$ cat src/rtl/pc_sequencer_pkg.sv
// rtl/pc_sequencer_pkg.sv - shared CPU fetch-sequencer types and defaults
// Contents:
//   seq_state_e       fetch sequencer state encoding
//   RESET_PC_DEFAULT  PC presented on the first fetch after reset
//   PC_STEP_DEFAULT   sequential PC increment in bytes
//   pc_add()          modulo-2^32 PC addition
package pc_sequencer_pkg;

  typedef enum logic [1:0] {
    ST_BOOT  = 2'd0,
    ST_FETCH = 2'd1,
    ST_WAIT  = 2'd2,
    ST_HOLD  = 2'd3
  } seq_state_e;

  localparam logic [31:0] RESET_PC_DEFAULT = 32'h0000_0000;
  localparam int unsigned PC_STEP_DEFAULT  = 4;

  // Plain 32-bit add; the carry out is dropped so the PC wraps at 2^32.
  function automatic logic [31:0] pc_add(input logic [31:0] pc, input logic [31:0] step);
    return pc + step;
  endfunction

endpackage

$ cat src/rtl/pc_sequencer_if.sv
// rtl/pc_sequencer_if.sv - fetch sequencer control bundle between core and sequencer
// Signals:
//   pc_cur_i, imem_ack_i, load_use_i, branch_taken_i, branch_target_i  core -> sequencer
//   pc_Write_o, pc_next_o, imem_req_o, ifid_write_o, ifid_flush_o,
//   stall_cnt_o                                                        sequencer -> core
// Modports: master = sequencer side, slave = core/pipeline side.
interface pc_sequencer_if;

  logic [31:0] pc_cur_i;
  logic        imem_ack_i;
  logic        load_use_i;
  logic        branch_taken_i;
  logic [31:0] branch_target_i;

  logic        pc_Write_o;
  logic [31:0] pc_next_o;
  logic        imem_req_o;
  logic        ifid_write_o;
  logic        ifid_flush_o;
  logic [15:0] stall_cnt_o;

  modport master (
    input  pc_cur_i, imem_ack_i, load_use_i, branch_taken_i, branch_target_i,
    output pc_Write_o, pc_next_o, imem_req_o, ifid_write_o, ifid_flush_o, stall_cnt_o
  );

  modport slave (
    output pc_cur_i, imem_ack_i, load_use_i, branch_taken_i, branch_target_i,
    input  pc_Write_o, pc_next_o, imem_req_o, ifid_write_o, ifid_flush_o, stall_cnt_o
  );

endinterface

$ cat src/rtl/pc_sequencer_sat_counter.sv
// rtl/pc_sequencer_sat_counter.sv - saturating up-counter
// Ports:
//   clk_i    clock, counts on posedge
//   rst_i    asynchronous active-low reset, clears the count
//   inc_i    increment request for this cycle
//   count_o  current count, sticks at all-ones
module sat_counter #(
  parameter int WIDTH = 16
) (
  input  logic             clk_i,
  input  logic             rst_i,
  input  logic             inc_i,
  output logic [WIDTH-1:0] count_o
);

  logic [WIDTH-1:0] count_q;

  always_ff @(posedge clk_i or negedge rst_i) begin
    if (!rst_i) begin
      count_q <= '0;
    end else if (inc_i && (count_q != {WIDTH{1'b1}})) begin
      count_q <= count_q + WIDTH'(1);
    end
  end

  assign count_o = count_q;

endmodule

$ cat src/rtl/pc_sequencer.sv
// rtl/pc_sequencer.sv - instruction fetch PC sequencer
// Ports:
//   clk_i   single clock, state updates on posedge
//   rst_i   asynchronous active-low reset
//   bus     pc_sequencer_if.master: PC/imem/hazard/branch inputs,
//           PC load, fetch request, IF/ID enable/clear and stall count outputs
// Parameters:
//   RESET_PC  PC loaded in the boot cycle
//   PC_STEP   sequential PC increment in bytes
module pc_sequencer
  import pc_sequencer_pkg::*;
#(
  parameter logic [31:0] RESET_PC = RESET_PC_DEFAULT,
  parameter int unsigned PC_STEP  = PC_STEP_DEFAULT
) (
  input  logic           clk_i,
  input  logic           rst_i,
  pc_sequencer_if.master bus
);

  localparam logic [31:0] STEP32 = 32'(PC_STEP);

  seq_state_e  state_q, state_d;
  logic        pend_valid_q;
  logic [31:0] pend_target_q;

  logic        pend_set, pend_clr;
  logic        stall_inc;
  logic        pc_write;
  logic [31:0] pc_next;
  logic        imem_req;
  logic        ifid_write;
  logic        ifid_flush;

  always_ff @(posedge clk_i or negedge rst_i) begin
    if (!rst_i) begin
      state_q <= ST_BOOT;
    end else begin
      state_q <= state_d;
    end
  end

  // A branch resolved while no instruction word is arriving is parked here
  // until the next ack; a newer branch replaces the parked target.
  always_ff @(posedge clk_i or negedge rst_i) begin
    if (!rst_i) begin
      pend_valid_q  <= 1'b0;
      pend_target_q <= '0;
    end else if (pend_clr) begin
      pend_valid_q  <= 1'b0;
    end else if (pend_set) begin
      pend_valid_q  <= 1'b1;
      pend_target_q <= bus.branch_target_i;
    end
  end

  always_comb begin
    state_d    = state_q;
    pc_write   = 1'b1;
    pc_next    = bus.pc_cur_i;
    imem_req   = 1'b0;
    ifid_write = 1'b0;
    ifid_flush = 1'b0;
    pend_set   = 1'b0;
    pend_clr   = 1'b0;

    case (state_q)
      ST_BOOT: begin
        pc_write = 1'b0;
        pc_next  = RESET_PC;
        state_d  = ST_FETCH;
      end

      ST_FETCH, ST_WAIT: begin
        imem_req = 1'b1;
        if (bus.imem_ack_i) begin
          pc_write   = 1'b0;
          ifid_write = 1'b1;
          pend_clr   = 1'b1;
          state_d    = ST_FETCH;
          if (bus.branch_taken_i) begin
            // A fresh branch outranks both a parked target and a load-use stall.
            pc_next    = bus.branch_target_i;
            ifid_flush = 1'b1;
          end else if (pend_valid_q) begin
            // The fetched word is wrong-path; the flush drops it.
            pc_next    = pend_target_q;
            ifid_flush = 1'b1;
          end else begin
            pc_next = pc_add(bus.pc_cur_i, STEP32);
            if (bus.load_use_i) begin
              state_d = ST_HOLD;
            end
          end
        end else begin
          state_d  = ST_WAIT;
          pend_set = bus.branch_taken_i;
        end
      end

      ST_HOLD: begin
        state_d  = ST_FETCH;
        pend_set = bus.branch_taken_i;
      end

      default: begin
        state_d = ST_BOOT;
      end
    endcase

    stall_inc = pc_write && (state_q != ST_BOOT);

    // Reset overrides outputs combinationally so imem_req_o drops without
    // waiting for a clock edge, and any ack seen during reset is ignored.
    if (!rst_i) begin
      pc_write   = 1'b1;
      pc_next    = RESET_PC;
      imem_req   = 1'b0;
      ifid_write = 1'b0;
      ifid_flush = 1'b0;
      pend_set   = 1'b0;
      pend_clr   = 1'b0;
      stall_inc  = 1'b0;
    end
  end

  sat_counter #(
    .WIDTH(16)
  ) u_stall_cnt (
    .clk_i  (clk_i),
    .rst_i  (rst_i),
    .inc_i  (stall_inc),
    .count_o(bus.stall_cnt_o)
  );

  assign bus.pc_Write_o   = pc_write;
  assign bus.pc_next_o    = pc_next;
  assign bus.imem_req_o   = imem_req;
  assign bus.ifid_write_o = ifid_write;
  assign bus.ifid_flush_o = ifid_flush;

endmodule

$ cat src/flat_wrapper.sv
// flat-port wrapper written by rule: the top's interface ports become plain ports
module pc_sequencer_flat import pc_sequencer_pkg::*;
#(
  parameter logic [31:0] RESET_PC = RESET_PC_DEFAULT,
  parameter int unsigned PC_STEP  = PC_STEP_DEFAULT
)
  (clk_i, rst_i, bus_pc_cur_i, bus_imem_ack_i, bus_load_use_i, bus_branch_taken_i, bus_branch_target_i, bus_pc_Write_o, bus_pc_next_o, bus_imem_req_o, bus_ifid_write_o, bus_ifid_flush_o, bus_stall_cnt_o);
  pc_sequencer_if bus_i ();
  input  logic clk_i;
  input  logic rst_i;
  input wire logic [$bits(bus_i.pc_cur_i)-1:0] bus_pc_cur_i;
  input wire logic [$bits(bus_i.imem_ack_i)-1:0] bus_imem_ack_i;
  input wire logic [$bits(bus_i.load_use_i)-1:0] bus_load_use_i;
  input wire logic [$bits(bus_i.branch_taken_i)-1:0] bus_branch_taken_i;
  input wire logic [$bits(bus_i.branch_target_i)-1:0] bus_branch_target_i;
  output wire logic [$bits(bus_i.pc_Write_o)-1:0] bus_pc_Write_o;
  output wire logic [$bits(bus_i.pc_next_o)-1:0] bus_pc_next_o;
  output wire logic [$bits(bus_i.imem_req_o)-1:0] bus_imem_req_o;
  output wire logic [$bits(bus_i.ifid_write_o)-1:0] bus_ifid_write_o;
  output wire logic [$bits(bus_i.ifid_flush_o)-1:0] bus_ifid_flush_o;
  output wire logic [$bits(bus_i.stall_cnt_o)-1:0] bus_stall_cnt_o;
  assign bus_i.pc_cur_i = bus_pc_cur_i;
  assign bus_i.imem_ack_i = bus_imem_ack_i;
  assign bus_i.load_use_i = bus_load_use_i;
  assign bus_i.branch_taken_i = bus_branch_taken_i;
  assign bus_i.branch_target_i = bus_branch_target_i;
  assign bus_pc_Write_o = bus_i.pc_Write_o;
  assign bus_pc_next_o = bus_i.pc_next_o;
  assign bus_imem_req_o = bus_i.imem_req_o;
  assign bus_ifid_write_o = bus_i.ifid_write_o;
  assign bus_ifid_flush_o = bus_i.ifid_flush_o;
  assign bus_stall_cnt_o = bus_i.stall_cnt_o;
  pc_sequencer #(.RESET_PC(RESET_PC), .PC_STEP(PC_STEP)) u_core (.clk_i(clk_i), .rst_i(rst_i), .bus(bus_i));
endmodule
$ cat config.mk
export PLATFORM = sky130hd
export DESIGN_NAME = pc_sequencer_flat
export DESIGN_NICKNAME = d
export VERILOG_FILES = /design/src/rtl/pc_sequencer_pkg.sv /design/src/rtl/pc_sequencer_if.sv /design/src/rtl/pc_sequencer_sat_counter.sv /design/src/rtl/pc_sequencer.sv /design/src/flat_wrapper.sv
export SDC_FILE = /design/constraint.sdc
export NUM_CORES = 1
export LEC_CHECK = 0
export BUFFER_PORTS_ARGS = -buffer_cell sky130_fd_sc_hd__buf_2
export CAP_MARGIN = 40
export CORE_MARGIN = 5
export CORE_UTILIZATION = 45
export CTS_CLUSTER_SIZE = 28
export DETAILED_ROUTE_END_ITERATION = 8
export GPL_TIMING_DRIVEN = 0
export PLACE_DENSITY_LB_ADDON = 0.05
export SYNTH_ARGS = -nofsm -noshare
export SYNTH_HDL_FRONTEND = slang
export SYNTH_SLANG_ARGS = --single-unit
export TNS_END_PERCENT = 5
$ cat constraint.sdc
create_clock -name clk_i -period 8.6 [get_ports clk_i]
set_input_delay 1.72 -clock clk_i [delete_from_list [all_inputs] [get_ports clk_i]]
set_output_delay 1.72 -clock clk_i [all_outputs]
set_load 0.01 [all_outputs]
Yosys cells after proc, flatten, opt, wreduce, memory -nomap -nowiden. Index checks and enable logic that the tools add are counted.

Add/sub/neg operators: 2. $mul: 0. Div/mod/pow operators: 0. Magnitude comparators: 0. Equal/unequal tests: 4. Shifts and indexed selects: 0. Mux-type cells: 29. Bitwise operators: 1. Reductions and logical operators: 8.

Operators with widths (count): two-way mux 32 bit (4); one-hot mux 32 bit (2 select lines) (1); adder 32 x 3 -> 32 bit (second input constant) (1); two-way mux 1 bit (17); adder 16 x 1 -> 16 bit (second input constant) (1); inequality test 16 bit (second input constant) (1); two-way mux 2 bit (4); == test 2 bit (second input constant) (2); one-hot mux 1 bit (2 select lines) (2); one-hot mux 2 bit (2 select lines) (1); nonzero test 2 bit (2); OR reduction 2 bit (2); == test 2 x 1 -> 1 bit (second input constant) (1); logical AND 1 bit (2); logical NOT 2 bit (1); AND reduction 2 bit (1); NOT 1 bit (1).

Register bits: 51. Bits in latches: 0. RAM bits: 0. ROM bits: 0. Word-level logic and storage cells: 48. Memories kept: 0.

Logic depth before layout (Yosys ltp).
Depth in word-level cells: 6. Mapped depth: 10. Depth with buffers taken out: 8.

Cells and area by module. Synthesis repeated with hierarchy kept, for this count alone.

Cell total of the unflattened synthesis: 459. Area total of the unflattened synthesis: 4047.6 µm².

Modules (own cells, without submodules): pc_sequencer (times used 1, cells an instance 387, area each 3188.1 µm², seq. area each 875.8 µm²); sat_counter (times used 1, cells an instance 72, area each 859.6 µm², seq. area each 400.4 µm²).

Least setup slack after synthesis. OpenSTA, ideal clock, no wires.

Path type: input to output. Start point: input bus_pc_cur_i[2]. End point: output bus_pc_next_o[26]. Arrival time: 3.214 ns. Path slack: 3.666 ns. Stages on the path: 6. Path through: ha_1 -> nand3_1 -> nor2_1 -> nand3_2 -> or4b_1 -> and3_1.

Word-level cells in the longest chain between the ends: 6.

RTL lines: start, declared (RTL line flat_wrapper.sv:11) `input wire logic [$bits(bus_i.pc_cur_i)-1:0] bus_pc_cur_i;`; adder 32 x 3 -> 32 bit (RTL line pc_sequencer_pkg.sv:21) `return pc + step;`; two-way mux 32 bit (RTL line pc_sequencer.sv:85) `end else if (pend_valid_q) begin`; two-way mux 32 bit (RTL line pc_sequencer.sv:81) `if (bus.branch_taken_i) begin`; two-way mux 32 bit (RTL line pc_sequencer.sv:76) `if (bus.imem_ack_i) begin`; one-hot mux 32 bit (2 select lines) (RTL line pc_sequencer.sv:67) `case (state_q)`; two-way mux 32 bit (RTL line pc_sequencer.sv:115) `if (!rst_i) begin`; end, declared (RTL line flat_wrapper.sv:17) `output wire logic [$bits(bus_i.pc_next_o)-1:0] bus_pc_next_o;`.

Every way passes these cells.

Worst setup path after layout.
Start point: input rst_i. End point: output bus_pc_next_o[27].

Word-level cells in the longest chain between the ends: 1.

RTL lines: start, declared (RTL line flat_wrapper.sv:10) `input logic rst_i;`; two-way mux 32 bit (RTL line pc_sequencer.sv:115).

Every way passes these cells.

==> flow_summary.toml <==
[clock_network]
clkLatencyLatePin_ps = 320
cts_made_buffers = 5
clockBufferDepth = 2
cts_resized = 0
ctsHoldBuffers = 0
post-cts-setup-buffers = 0
cts-root-buf = "clkbuf_8"
cts_tree = "done"
cts.reportedPaths.clkPinSlew_ps = 100
htreeDepth = 2
cts_sinks = 51

[sta]
min_period_ps = 6120
worst_slew_pin_slew_ps = 894
hold_viol = 0
setup_viol = 0
finalMaxSlewViolations = 0
min_period_over_period = 0.712
clock.fmax_mhz = 163
maxSlewHeadroom = 0.399
fin_skew_ps = 4.94
fin_setup_tns_ps = 0
rsz0062_at_grt = "false"

[yosys]
yosys-top-cells-count = "dfrtp_1, o21ai_0, nand2_1"
synth_edf_count = 0
synth-main-ff-cell = "dfrtp_1"
synth_largest_area_cell = "dfrtp_1"
synth.distinct_cells = 63
yosysWarnings = 0
synth_top_area_frac = 0.337
synth_cells = 448
synth-seq-cells = 51
syn_nets = 522
yosysMostFrequentCell = "dfrtp_1"
yosysSeqAreaShare = 0.337
synth-async-reset-ratio = 1.00
synth_area_per_cell_um2 = 8.47
syn-cell-area_um2 = 3790
synthTopCellsByArea = "dfrtp_1, mux2_2, o21ai_0"

[layout]
fill_cells = 802
final_nets = 649
seq_area_um2 = 1280
design_area_um2 = 4660
drive_gt1_frac = 0.292
syn2layout_area_growth_pct = 22.9
final_util = 0.567
num_antenna_cells = 0
multi_input_area_um2 = 2350

[grt]
antenna_found_initial = 0
grt_max_degree = 32
grt_pass1_wl_um = 20800
overflow = 0
grt_pass1_vias = 4148
track_usage = 0.259

[placed_design]
hpwl_um = 9890
place_congestion = 0.883
numPortBuffers = 119
placed_area_um2 = 4540

[floorplan]
die_y_um = 102
fp-row-count = 33
ios = 121
die_w_um = 102
start_util = 0.462
dieArea_um2 = 10400
core-area_um2 = 8220

[setup_path]
path_class = "in2out"
cpLargestDelayFamily = "buffers and inverters"
endpoint_kind = "primary output"
cp_slowest_cell = "buf_2"
worst_ep_required_time_ps = 6880
path_buf_inv = 4
start_kind = "input pin"
crit_arrival_ps = 4400
path_cells = "buf_2 > buf_12 > nand4b_1 > nor2_1 > clkbuf_1 > o21ai_0 > o21ai_0 > a211o_1 > buf_2"
max_stage_delay_ps = 530
cp_max_fo = 31

[route]
dr_total_vias = 4094
wl_per_cell_um = 19.3
drtAntennaViolNets = 0
dr.pass1.iters = 7
routed_via_density = 6.01
totalWireLength_um = 13200
drc_errors = 0
drt_first_iter_violations = 236

[power]
power_density_nw_per_um2 = 261
ir_drop_uv = 153
total_leakage_power_nw = 2.16

[hold_path]
hold_class = "reg2reg"

[job]
max_cap_violations = 0

[status]
status = "finished, final reports clean"
## layout make-up
| class | count | share of cell area |
|---|---|---|
| Tap cell | 105 | 0.0282 |
| Sequential cell | 51 | 0.274 |
| Timing Repair Buffer | 120 | 0.132 |
| Inverter | 21 | 0.0169 |
| Buffer | 24 | 0.0196 |
| Clock buffer | 6 | 0.0177 |
| Multi-Input combinational cell | 352 | 0.503 |
| Clock inverter | 2 | 0.00832 |
## stage by stage
| stage | std cells | power (mW) | hold WS [ps] | setup WS [ps] |
|---|---|---|---|---|
| finish | 681 | 1.22 | 494 | 2480 |
| detailed placement | 673 | 1.03 | 477 | 2420 |
| global placement | 672 | 1.01 | 464 | 1950 |
| floorplan | 448 | 0.793 | 450 | 3670 |
| CTS | 681 | 1.21 | 500 | 2440 |
| global route | 681 | 1.30 | 516 | 2130 |
## flip-flops by register name, summed over array words and instances (netlist names)
name / flops
u_core.pend_target_q: 32
u_core.pend_valid_q: 1
u_core.state_q: 2
u_core.u_stall_cnt.count_o: 16
## layer usage
layer	part of all wire	global-route usage	vias up
met5	0	0	-
met4	0.025	0.0961	0
met3	0.070	0.0482	30
met2	0.48	0.429	161
met1	0.43	0.336	1982
li1	-	-	1921
## logic make-up (layout without fill, tap and decap cells)
| logic type | count (synthesis) | in the layout | share of synthesized area |
|---|---|---|---|
| simple gates | 160 | 160 | 0.228 |
| compound gates | 134 | 134 | 0.231 |
| flops | 51 | 51 | 0.337 |
| buf+inv | 45 | 173 | 0.0449 |
| mux | 35 | 35 | 0.102 |
| xor+xnor | 18 | 18 | 0.0416 |
| fa+ha+maj | 5 | 5 | 0.0165 |
## worst paths after layout
| path | slack, ps | endpoint | depth (start not counted) | from |
|---|---|---|---|---|
| max | 2480 | bus_pc_next_o[27] | 9 | rst_i |
| min | 490 | u_core.pend_target_q[20]$_DFFE_PN0P_ | 2 | u_core.pend_target_q[20]$_DFFE_PN0P_ |
| max reg2reg | 5830 | u_core.pend_target_q[25]$_DFFE_PN0P_ | 8 | u_core.state_q[0]$_DFF_PN0_ |
| min reg2reg | 490 | u_core.pend_target_q[20]$_DFFE_PN0P_ | 2 | u_core.pend_target_q[20]$_DFFE_PN0P_ |
| max in group asynchronous | 6570 | u_core.pend_target_q[30]$_DFFE_PN0P_ | 2 | rst_i |
| min in group asynchronous | 1420 | u_core.pend_target_q[12]$_DFFE_PN0P_ | 1 | rst_i |
## worst register-to-register path, stage by stage, from the launching register on
cell,delay (ps)
dfrtp_1,400
inv_1,50
ha_1,260
clkbuf_1,260
nand2_1,230
o2111ai_1,180
clkbuf_1,520
buf_2,390
mux2_2,380
## layout by cell type (no fill, tap or decap), types with 7 or more instances in the layout
| master | n |
|---|---|
| mux2_2 | 29 |
| xnor2_1 | 12 |
| nand4_1 | 10 |
| o21ai_0 | 44 |
| inv_1 | 20 |
| clkbuf_1 | 20 |
| dfrtp_1 | 51 |
| nor2_1 | 30 |
| a22oi_1 | 10 |
| nand3_1 | 21 |
| a21oi_1 | 21 |
| nor3_1 | 10 |
| o22ai_1 | 8 |
| buf_2 | 120 |
| and3_1 | 9 |
| nand2_1 | 37 |
| nor2b_1 | 7 |
## power breakdown
part,switching (mW),internal (mW),leakage (nW),total (mW)
Sequential,0.0618,0.336,0.629,0.397
Clock,0.0942,0.0960,0.0618,0.190
Combinational,0.363,0.265,1.47,0.628
Total,0.519,0.696,2.16,1.22
(Power assumes the default switching activity.)
